[src/rtl/counter_param_if.sv]
`default_nettype none
// ============================================================================
// Module   : counter_param_if
// Brief    : Control/status bundle between a counter_param and its user.
// Revision : 1.0 - initial release
// ============================================================================
interface counter_param_if #(
    parameter int Width = 32
);
    logic             En_i;
    logic             Up_i;
    logic             Load_i;
    logic [Width-1:0] LoadData_i;
    logic             Clear_i;
    logic [Width-1:0] Data_o;
    logic             AtMax_o;
    logic             AtMin_o;
    logic             Limit_o;

    modport master (
        output En_i, Up_i, Load_i, LoadData_i, Clear_i,
        input  Data_o, AtMax_o, AtMin_o, Limit_o
    );

    modport slave (
        input  En_i, Up_i, Load_i, LoadData_i, Clear_i,
        output Data_o, AtMax_o, AtMin_o, Limit_o
    );
endinterface
`default_nettype wire

[src/rtl/counter_param.sv]
`default_nettype none
// ============================================================================
// Module   : counter_param
// Brief    : Bounded up/down counter with load, clear, saturate or wrap mode.
// Revision : 1.0 - initial release
// ============================================================================
module counter_param #(
    parameter int unsigned Width = 32,
    parameter int unsigned Init  = 8,
    parameter int unsigned Min   = 8,
    parameter int unsigned Max   = 64,
    parameter int unsigned Step  = 1,
    parameter bit          Wrap  = 1'b0
) (
    input  wire logic          Clk_i,
    input  wire logic          Reset_i,
    counter_param_if.slave     bus
);
    localparam logic [Width-1:0] c_init   = Width'(Init);
    localparam logic [Width-1:0] c_min    = Width'(Min);
    localparam logic [Width-1:0] c_max    = Width'(Max);
    localparam logic [Width-1:0] c_step   = Width'(Step);
    localparam logic [Width:0]   c_max_x  = {1'b0, c_max};
    localparam logic [Width:0]   c_step_x = {1'b0, c_step};

    generate
        if (Width < 1) begin : g_bad_width
            $error("counter_param: Width must be at least 1");
        end
        if (Width < 32 && (Max >> Width) != 0) begin : g_bad_max_range
            $error("counter_param: Max does not fit in Width bits");
        end
        if (!(Min <= Init && Init <= Max)) begin : g_bad_init
            $error("counter_param: require Min <= Init <= Max");
        end
        if (Step < 1 || Step > (Max - Min)) begin : g_bad_step
            $error("counter_param: require 1 <= Step <= Max - Min");
        end
    endgenerate

    logic [Width-1:0] data_q, data_d;
    logic             limit_q, limit_d;

    logic [Width:0]   w_sum;
    logic             w_up_hit;
    logic [Width-1:0] w_diff;
    logic             w_borrow;
    logic             w_dn_hit;

    // Up path is one bit wider so the carry is part of the bound compare.
    assign w_sum    = {1'b0, data_q} + c_step_x;
    assign w_up_hit = (w_sum >= c_max_x);
    // A borrow means the true result is negative, hence below any Min.
    assign w_borrow = (data_q < c_step);
    assign w_diff   = data_q - c_step;
    assign w_dn_hit = w_borrow || (w_diff <= c_min);

    always_comb begin
        data_d  = data_q;
        limit_d = 1'b0;
        if (bus.Clear_i) begin
            data_d = c_init;
        end else if (bus.Load_i) begin
            if (bus.LoadData_i < c_min) begin
                data_d = c_min;
            end else if (bus.LoadData_i > c_max) begin
                data_d = c_max;
            end else begin
                data_d = bus.LoadData_i;
            end
        end else if (bus.En_i) begin
            if (bus.Up_i) begin
                if (Wrap && data_q == c_max) begin
                    data_d  = c_min;
                    limit_d = 1'b1;
                end else if (w_up_hit) begin
                    data_d  = c_max;
                    limit_d = 1'b1;
                end else begin
                    data_d = w_sum[Width-1:0];
                end
            end else begin
                if (Wrap && data_q == c_min) begin
                    data_d  = c_max;
                    limit_d = 1'b1;
                end else if (w_dn_hit) begin
                    data_d  = c_min;
                    limit_d = 1'b1;
                end else begin
                    data_d = w_diff;
                end
            end
        end
    end

    always_ff @(posedge Clk_i or posedge Reset_i) begin
        if (Reset_i) begin
            data_q  <= c_init;
            limit_q <= 1'b0;
        end else begin
            data_q  <= data_d;
            limit_q <= limit_d;
        end
    end

    assign bus.Data_o  = data_q;
    assign bus.Limit_o = limit_q;
    assign bus.AtMax_o = (data_q == c_max);
    assign bus.AtMin_o = (data_q == c_min);
endmodule
`default_nettype wire

[src/flat_wrapper.sv]
// flat-port wrapper written by rule: the top's interface ports become plain ports
module counter_param_flat 
#(
    parameter int unsigned Width = 32,
    parameter int unsigned Init  = 8,
    parameter int unsigned Min   = 8,
    parameter int unsigned Max   = 64,
    parameter int unsigned Step  = 1,
    parameter bit          Wrap  = 1'b0
)
  (Clk_i, Reset_i, bus_En_i, bus_Up_i, bus_Load_i, bus_LoadData_i, bus_Clear_i, bus_Data_o, bus_AtMax_o, bus_AtMin_o, bus_Limit_o);
  counter_param_if #(.Width(Width)) bus_i ();
  input  wire logic Clk_i;
  input  wire logic Reset_i;
  input wire logic [$bits(bus_i.En_i)-1:0] bus_En_i;
  input wire logic [$bits(bus_i.Up_i)-1:0] bus_Up_i;
  input wire logic [$bits(bus_i.Load_i)-1:0] bus_Load_i;
  input wire logic [$bits(bus_i.LoadData_i)-1:0] bus_LoadData_i;
  input wire logic [$bits(bus_i.Clear_i)-1:0] bus_Clear_i;
  output wire logic [$bits(bus_i.Data_o)-1:0] bus_Data_o;
  output wire logic [$bits(bus_i.AtMax_o)-1:0] bus_AtMax_o;
  output wire logic [$bits(bus_i.AtMin_o)-1:0] bus_AtMin_o;
  output wire logic [$bits(bus_i.Limit_o)-1:0] bus_Limit_o;
  assign bus_i.En_i = bus_En_i;
  assign bus_i.Up_i = bus_Up_i;
  assign bus_i.Load_i = bus_Load_i;
  assign bus_i.LoadData_i = bus_LoadData_i;
  assign bus_i.Clear_i = bus_Clear_i;
  assign bus_Data_o = bus_i.Data_o;
  assign bus_AtMax_o = bus_i.AtMax_o;
  assign bus_AtMin_o = bus_i.AtMin_o;
  assign bus_Limit_o = bus_i.Limit_o;
  counter_param #(.Width(Width), .Init(Init), .Min(Min), .Max(Max), .Step(Step), .Wrap(Wrap)) u_core (.Clk_i(Clk_i), .Reset_i(Reset_i), .bus(bus_i));
endmodule
[config.mk]
export PLATFORM = sky130hd
export DESIGN_NAME = counter_param_flat
export DESIGN_NICKNAME = d
export VERILOG_FILES = /design/src/rtl/counter_param_if.sv /design/src/rtl/counter_param.sv /design/src/flat_wrapper.sv
export SDC_FILE = /design/constraint.sdc
export NUM_CORES = 1
export LEC_CHECK = 0
export ABC_AREA = 1
export CAP_MARGIN = 30
export CORE_AREA = 2 2 122 124
export DETAILED_ROUTE_END_ITERATION = 10
export DIE_AREA = 0 0 124 126
export DONT_BUFFER_PORTS = 1
export PLACE_DENSITY = 0.51
export SKIP_LAST_GASP = 1
export SYNTH_ARGS = -nofsm -noshare
export SYNTH_HDL_FRONTEND = slang
export SYNTH_SLANG_ARGS = --single-unit
[constraint.sdc]
create_clock -name Clk_i -period 2.9 [get_ports Clk_i]
set_input_delay 0.29 -clock Clk_i [delete_from_list [all_inputs] [get_ports Clk_i]]
set_output_delay 0.29 -clock Clk_i [all_outputs]
set_load 0.005 [all_outputs]
==> metrics.txt, run 1 <==
Mapped Cells 751; Final setup violation count 0; die height approximately 130 um; most common cell in the synthesized netlist nand2_1; Largest stage delay, worst path roughly 0.5 ns; Via density 5.241; setup TNS 0 ns; Async SR Flop Fraction 100.0%; Int Power 1.145 mW; top-area cell type share of the netlist area 20.60%; GR Util All Layers 22.57%; Synth Area in Simple Gates between 50 and 60%; GRT overflow 0; slew margin rel. 46.54%; Synth cell types 36; largest family of logic cells by synthesized area simple AND/OR/NAND/NOR gates; cell count along the critical path 16; area leader, netlist nand2_1; synth top area cells nand2_1 21%, dfrtp_1 19%, nor2_1 10%, nand3_1 8.1%, inv_1 7.5%; sequential area share after synthesis 19.48%; Clk pwr share about 33%; Pwr Density a little over 400 mW/mm^2; Root Driver clkbuf_16; cell seen most often among critical-path stages nand2_1; Sw Pwr approximately 780 uW; vias 4995; fill count 1624; Worst Tran Pin Value between 0.8 and 0.9 ns; I/O Buffers 0; Synth Register Bits 33; sw frac 40.61%; fin crit share 90.92%; R2R depth 16; first-pass GRT wire length 26770 um; total power 1.928 mW; Mapped Nets 793; CP Class flop to flop; Wirelength per Cell 17.84 um; final non-filler cell total 953; CP Cell Sequence nor2_2 -> buf_4 -> nand2_1 -> nor2_2 -> nand2_1 -> o21ai_0 -> nand2_1 -> nor2_1 -> nand2_1 -> nor2_2 -> nand2_2 -> nand3_4 -> buf_4 -> nor2_1 -> nand3_1 -> o21ai_0; vias in the first global route 4789; drt first-iter violations 478; # nets final 810; mux cell area share after synthesis 0%; Syn Std Cell Area 0.004245 sq mm; Mean Syn Cell Area 5.653 sq um; worst skew pair latency 0.28 ns; top_reg_cell synth dfrtp_1; GP Congestion roughly 0.94; cell family with most CP delay simple AND/OR/NAND/NOR gates; Post-synth EDFFs 0; DRC violations left 0; post-route ant nets 0; largest net degree at the start of global routing 27; dpl cells 944; Compound-Gate Fraction of Synth Area 6.926%; XOR/XNOR share of the synthesized area under 10%; Die Wd 124 um; clock transition at the registers of the reported paths 0.06 ns; initial cell density of the core 29.66%; Finished Core Util 33.24%; crit-path max FO 8; antenna violations before repair 0; die area 0.01562 sq mm; clk buf depth 2; crit path max-delay cell type dfrtp_1; number of hold buffers added after cts 0; # rows 44; overall routed net length 17000 um; CTS buffer count 5; Pre-antenna DRT Iters 5; crit path DAT 2.78 ns; Boundary Pins 73; Ant. Diodes 0; synthesis-to-finish area growth 12.08%; Ys Warns 0; Leak 2.289 nW; core box area 0.01431 sq mm; fin crit period 2.637 ns; RSZ-0062 raised after global routing true; Detailed Place HPWL approximately 14000 um; most frequent cells after synthesis 233 x nand2_1, 113 x nor2_1, 85 x inv_1; Comb pwr share 38.8%; fraction of layout cells with a size suffix above 1 about an eighth; Max VDD drop 0.2481 mV; CTS Sinks 33; max_cap viols 0; Setup Skew 0.002628 ns; max-slew violations 0; R2R Setup Slk roughly 0.26 ns; status completed; worst hold path type input pin to asynchronous set/reset pin; Worst Path Buf+Inv 2; f_max 379.3 MHz; H-tree lvl count 2; worst hold slack 0.01419 ns; Worst Setup Start Kind flop; CTS tree yes; Reg power frac ~28%; CP endpoint kind flop; Worst EP required 3.05 ns; endpoints failing hold 0; area share of fa/ha/maj cells after synthesis 1.179%
[cell families after synthesis]
logic type | count (synthesis)
simple gates | 531
xor+xnor | 17
flops | 33
compound gates | 58
buf+inv | 108
fa+ha+maj | 4
[stage by stage]
stage / instance area (sq um) / setup slack [ns]
after floorplan: 4245 / 0.6142
after global placement: 4568 / 0.2599
after detailed placement: 4568 / 0.2647
after CTS: 4741 / 0.2432
after global routing: 4758 / -0.02117
final: 4758 / 0.2633
[metal layers]
metal	global-route usage (%)	share of wire (%)
met5	0	0
met3	4.438	8.6
met1	30.37	44
met2	35.52	43
met4	8.460	3.9
[flip-flops by register name, indices dropped and copies added, names as in the netlist]
name                count
u_core.bus.Limit_o      1
u_core.bus.Data_o      32
[layout make-up]
cell class	count	area [sq um]	area share (%)
clock inverters	1	30.03	0.6311
flip-flops and latches	33	829.5	17.43
repair buffers	31	230.2	4.838
well taps	184	230.2	4.838
clock buffers	7	142.6	2.998
inverters	87	329.1	6.916
multi-input cells	610	2967	62.35
[power groups by stage]
stage / Clock [mW] / Combinational [mW] / Sequential [mW]
2_1_floorplan: 0 / 0.553 / 0.518
5_1_grt: 0.672 / 0.838 / 0.543
3_3_place_gp: 0 / 0.737 / 0.549
3_5_place_dp: 0 / 0.725 / 0.548
6_report: 0.640 / 0.749 / 0.539
4_1_cts: 0.658 / 0.729 / 0.540
[layout by cell type, fill, tap and decap left out, drive strengths merged, types with 4 or more instances in the layout]
cell type,synthesis,routed
inv,87,87
dfrtp,32,32
a21oi,12,12
clkbuf,9,8
nand2,248,248
nor4,8,8
nor2,140,140
nand4,36,36
nand3,73,73
buf,12,30
ha,4,4
xor2,17,17
o21ai,46,46
nor3,18,18
[worst paths after layout]
path / from / endpoint
max in group asynchronous: Reset_i / u_core.bus.Data_o[29]$_DFFE_PP0P_
max: u_core.bus.Data_o[5]$_DFFE_PP0P_ / u_core.bus.Data_o[7]$_DFFE_PP0P_
min: Reset_i / u_core.bus.Data_o[14]$_DFFE_PP0P_
max reg2reg: u_core.bus.Data_o[5]$_DFFE_PP0P_ / u_core.bus.Data_o[7]$_DFFE_PP0P_
min reg2reg: u_core.bus.Data_o[0]$_DFFE_PP0P_ / u_core.bus.Data_o[0]$_DFFE_PP0P_
min in group Clk_i: bus_Load_i / u_core.bus.Limit_o$_DFF_PP0_
[worst reg2reg max path, stage by stage, from the launching register on]
cell	delay [ns]
dfrtp_1	0.50
nor2_2	0.19
buf_4	0.14
nand2_1	0.07
nor2_2	0.19
nand2_1	0.17
o21ai_0	0.19
nand2_1	0.12
nor2_1	0.12
nand2_1	0.09
nor2_2	0.12
nand2_2	0.09
nand3_4	0.13
buf_4	0.18
nor2_1	0.05
nand3_1	0.06
o21ai_0	0.11
[what timing repair did]
action | in CTS | in global routing
buffers inserted | 0 | 1
setup endpoints to repair | 0 | 15
gates resized for setup | 0 | 6
(Power assumes the default switching activity.)
==> run 2: changes to the inputs <==
--- a/config.mk
+++ b/config.mk
@@ -11,7 +11,7 @@
 export DETAILED_ROUTE_END_ITERATION = 10
 export DIE_AREA = 0 0 124 126
 export DONT_BUFFER_PORTS = 1
-export PLACE_DENSITY = 0.51
+export PLACE_DENSITY = 0.53
 export SKIP_LAST_GASP = 1
 export SYNTH_ARGS = -nofsm -noshare
 export SYNTH_HDL_FRONTEND = slang
==> constraint.sdc (replaced) <==
create_clock -name Clk_i -period 2.2 [get_ports Clk_i]
set_input_delay 0.22 -clock Clk_i [delete_from_list [all_inputs] [get_ports Clk_i]]
set_output_delay 0.22 -clock Clk_i [all_outputs]
set_load 0.005 [all_outputs]
==> metrics.txt, run 2 (synthesis gave the netlist of run 1 again) <==
fin crit period 2.504 ns; H-tree lvl count 2; fraction of layout cells with a size suffix above 1 44.76%; max-slew violations 0; crit path DAT 2.66 ns; CTS tree yes; area occupied by multi-input gates about 0.0035 sq mm; fill count roughly 1400; Boundary Pins 73; RSZ-0062 raised after global routing true; most common cell after layout, fill and taps aside buf_4; f_max around 400 MHz; worst hold path type input pin to flop; DRC violations left 0; crit-path max FO 4; post-route ant nets 0; die area 0.01562 sq mm; Ant. Diodes 0; CTS Sinks 33; max FFs per register 32; fin crit share 113.8%; CTS buffer count 5; most frequent cells in the layout 251 x buf_4, 202 x nand2_1, 79 x inv_1, 75 x nor2_1, 58 x nand3_1; I/O Buffers 0; Setup Skew around 0.0086 ns; Final setup violation count 33; core box area 0.01431 sq mm; Root Driver clkbuf_16; synthesis-to-finish area growth 71.23%; endpoints failing hold 0; overall routed net length 20290 um; Worst Setup Start Kind flop; setup ws final -0.3043 ns; Detailed Place HPWL 15060 um; Pre-antenna DRT Iters 5; failing checks setup timing; max_cap viols 0; clk buf depth 2; status finished, violations left; Pwr Density 453.2 mW/mm^2; vias in the first global route 5653; Worst Tran Pin Value 0.8190 ns; slew margin rel. 45.34%; clock transition at the registers of the reported paths about 0.06 ns; CP Class flop to flop; largest net degree at the start of global routing 34; Max VDD drop 0.3578 mV; initial cell density of the core 29.66%; # nets final 1053; Via density a little over 5; Worst EP required roughly 2.4 ns; Die Wd between 100 and 150 um; drt first-iter violations 508; first-pass GRT wire length 30240 um; worst skew pair latency 0.29 ns; # rows 44; antenna violations before repair 0; Leak 3.665 nW; GRT overflow 0; GP Congestion 0.9796; vias 6069; CP endpoint kind flop; die height 126 um; GR Util All Layers about a quarter; worst hold slack between 0.1 and 0.15 ns; FF+latch area 845.8 sq um; setup TNS -8.554 ns; total power 3.294 mW; Wirelength per Cell 16.96 um
-- run 2: cell type report --
type                    count  area share [%]
clock buffers               7           2.100
repair buffers            274           30.29
well taps                 184           3.167
multi-input cells         610           48.14
inverters                  87           4.596
clock inverters             1         0.06885
flip-flops and latches     33           11.64
-- run 2: final timing paths --
kind / slack, ns / endpoint / cells after the start / start
worst max-delay path: -0.30 / u_core.bus.Data_o[25]$_DFFE_PP0P_ / 15 / u_core.bus.Data_o[0]$_DFFE_PP0P_
worst min-delay path: 0.11 / u_core.bus.Data_o[4]$_DFFE_PP0P_ / 3 / bus_Load_i
worst max register to register: -0.30 / u_core.bus.Data_o[25]$_DFFE_PP0P_ / 15 / u_core.bus.Data_o[0]$_DFFE_PP0P_
worst min register to register: 0.71 / u_core.bus.Data_o[2]$_DFFE_PP0P_ / 3 / u_core.bus.Data_o[2]$_DFFE_PP0P_
max in group asynchronous: 1.35 / u_core.bus.Data_o[17]$_DFFE_PP0P_ / 3 / Reset_i
min in group asynchronous: 0.49 / u_core.bus.Data_o[12]$_DFFE_PP0P_ / 3 / Reset_i
-- run 2: metal layers --
layer	track usage [%]	vias to the layer above	share of wire, %	wire [um]
met1	34.14	2779	41	8410
met2	40.98	307	47	9482
met4	7.733	0	3.5	716
met5	0	-	0	0
li1	-	2924	-	-
met3	3.940	59	8.3	1675
-- run 2: what timing repair did --
action | in CTS | in global routing
gates resized for setup | 97 | 97
hold endpoints to repair | 33 | 0
setup endpoints to repair | 33 | 33
setup buffers | 33 | 19
pin swaps | 34 | 28
hold buffers | 2 | 0
-- run 2: report_power, final --
group          leakage (nW)  internal (mW)  total [mW]  switching, mW
combinational          3.16          0.845        1.82          0.978
sequential            0.427          0.639       0.697         0.0573
clock                0.0799          0.480       0.775          0.295
total                  3.67           1.96        3.29           1.33
-- run 2: critical path, cell delays in order, from the launching register on --
cell,delay (ns)
dfrtp_2,0.45
inv_4,0.10
ha_4,0.20
nand2_4,0.08
nand3b_1,0.30
o21ai_2,0.22
nand2_2,0.09
nor2_2,0.15
nand2_1,0.08
nor2_2,0.12
nand2_2,0.09
nand3_4,0.12
nand2_4,0.10
buf_6,0.14
nand4_1,0.06
o21ai_1,0.06
-- run 2: through the flow --
step                      setup slack (ns)  instance area (sq um)  utilization [%]  std cells
after detailed placement           -0.3781                   6032            42.14       1135
after global routing               -0.4589                   7269            50.79       1196
after CTS                          -0.2075                   6805            47.54       1178
final                              -0.3043                   7269            50.79       1196
after global placement             -0.3882                   6032            42.14       1135
after floorplan                   0.006520                   4250                -        751
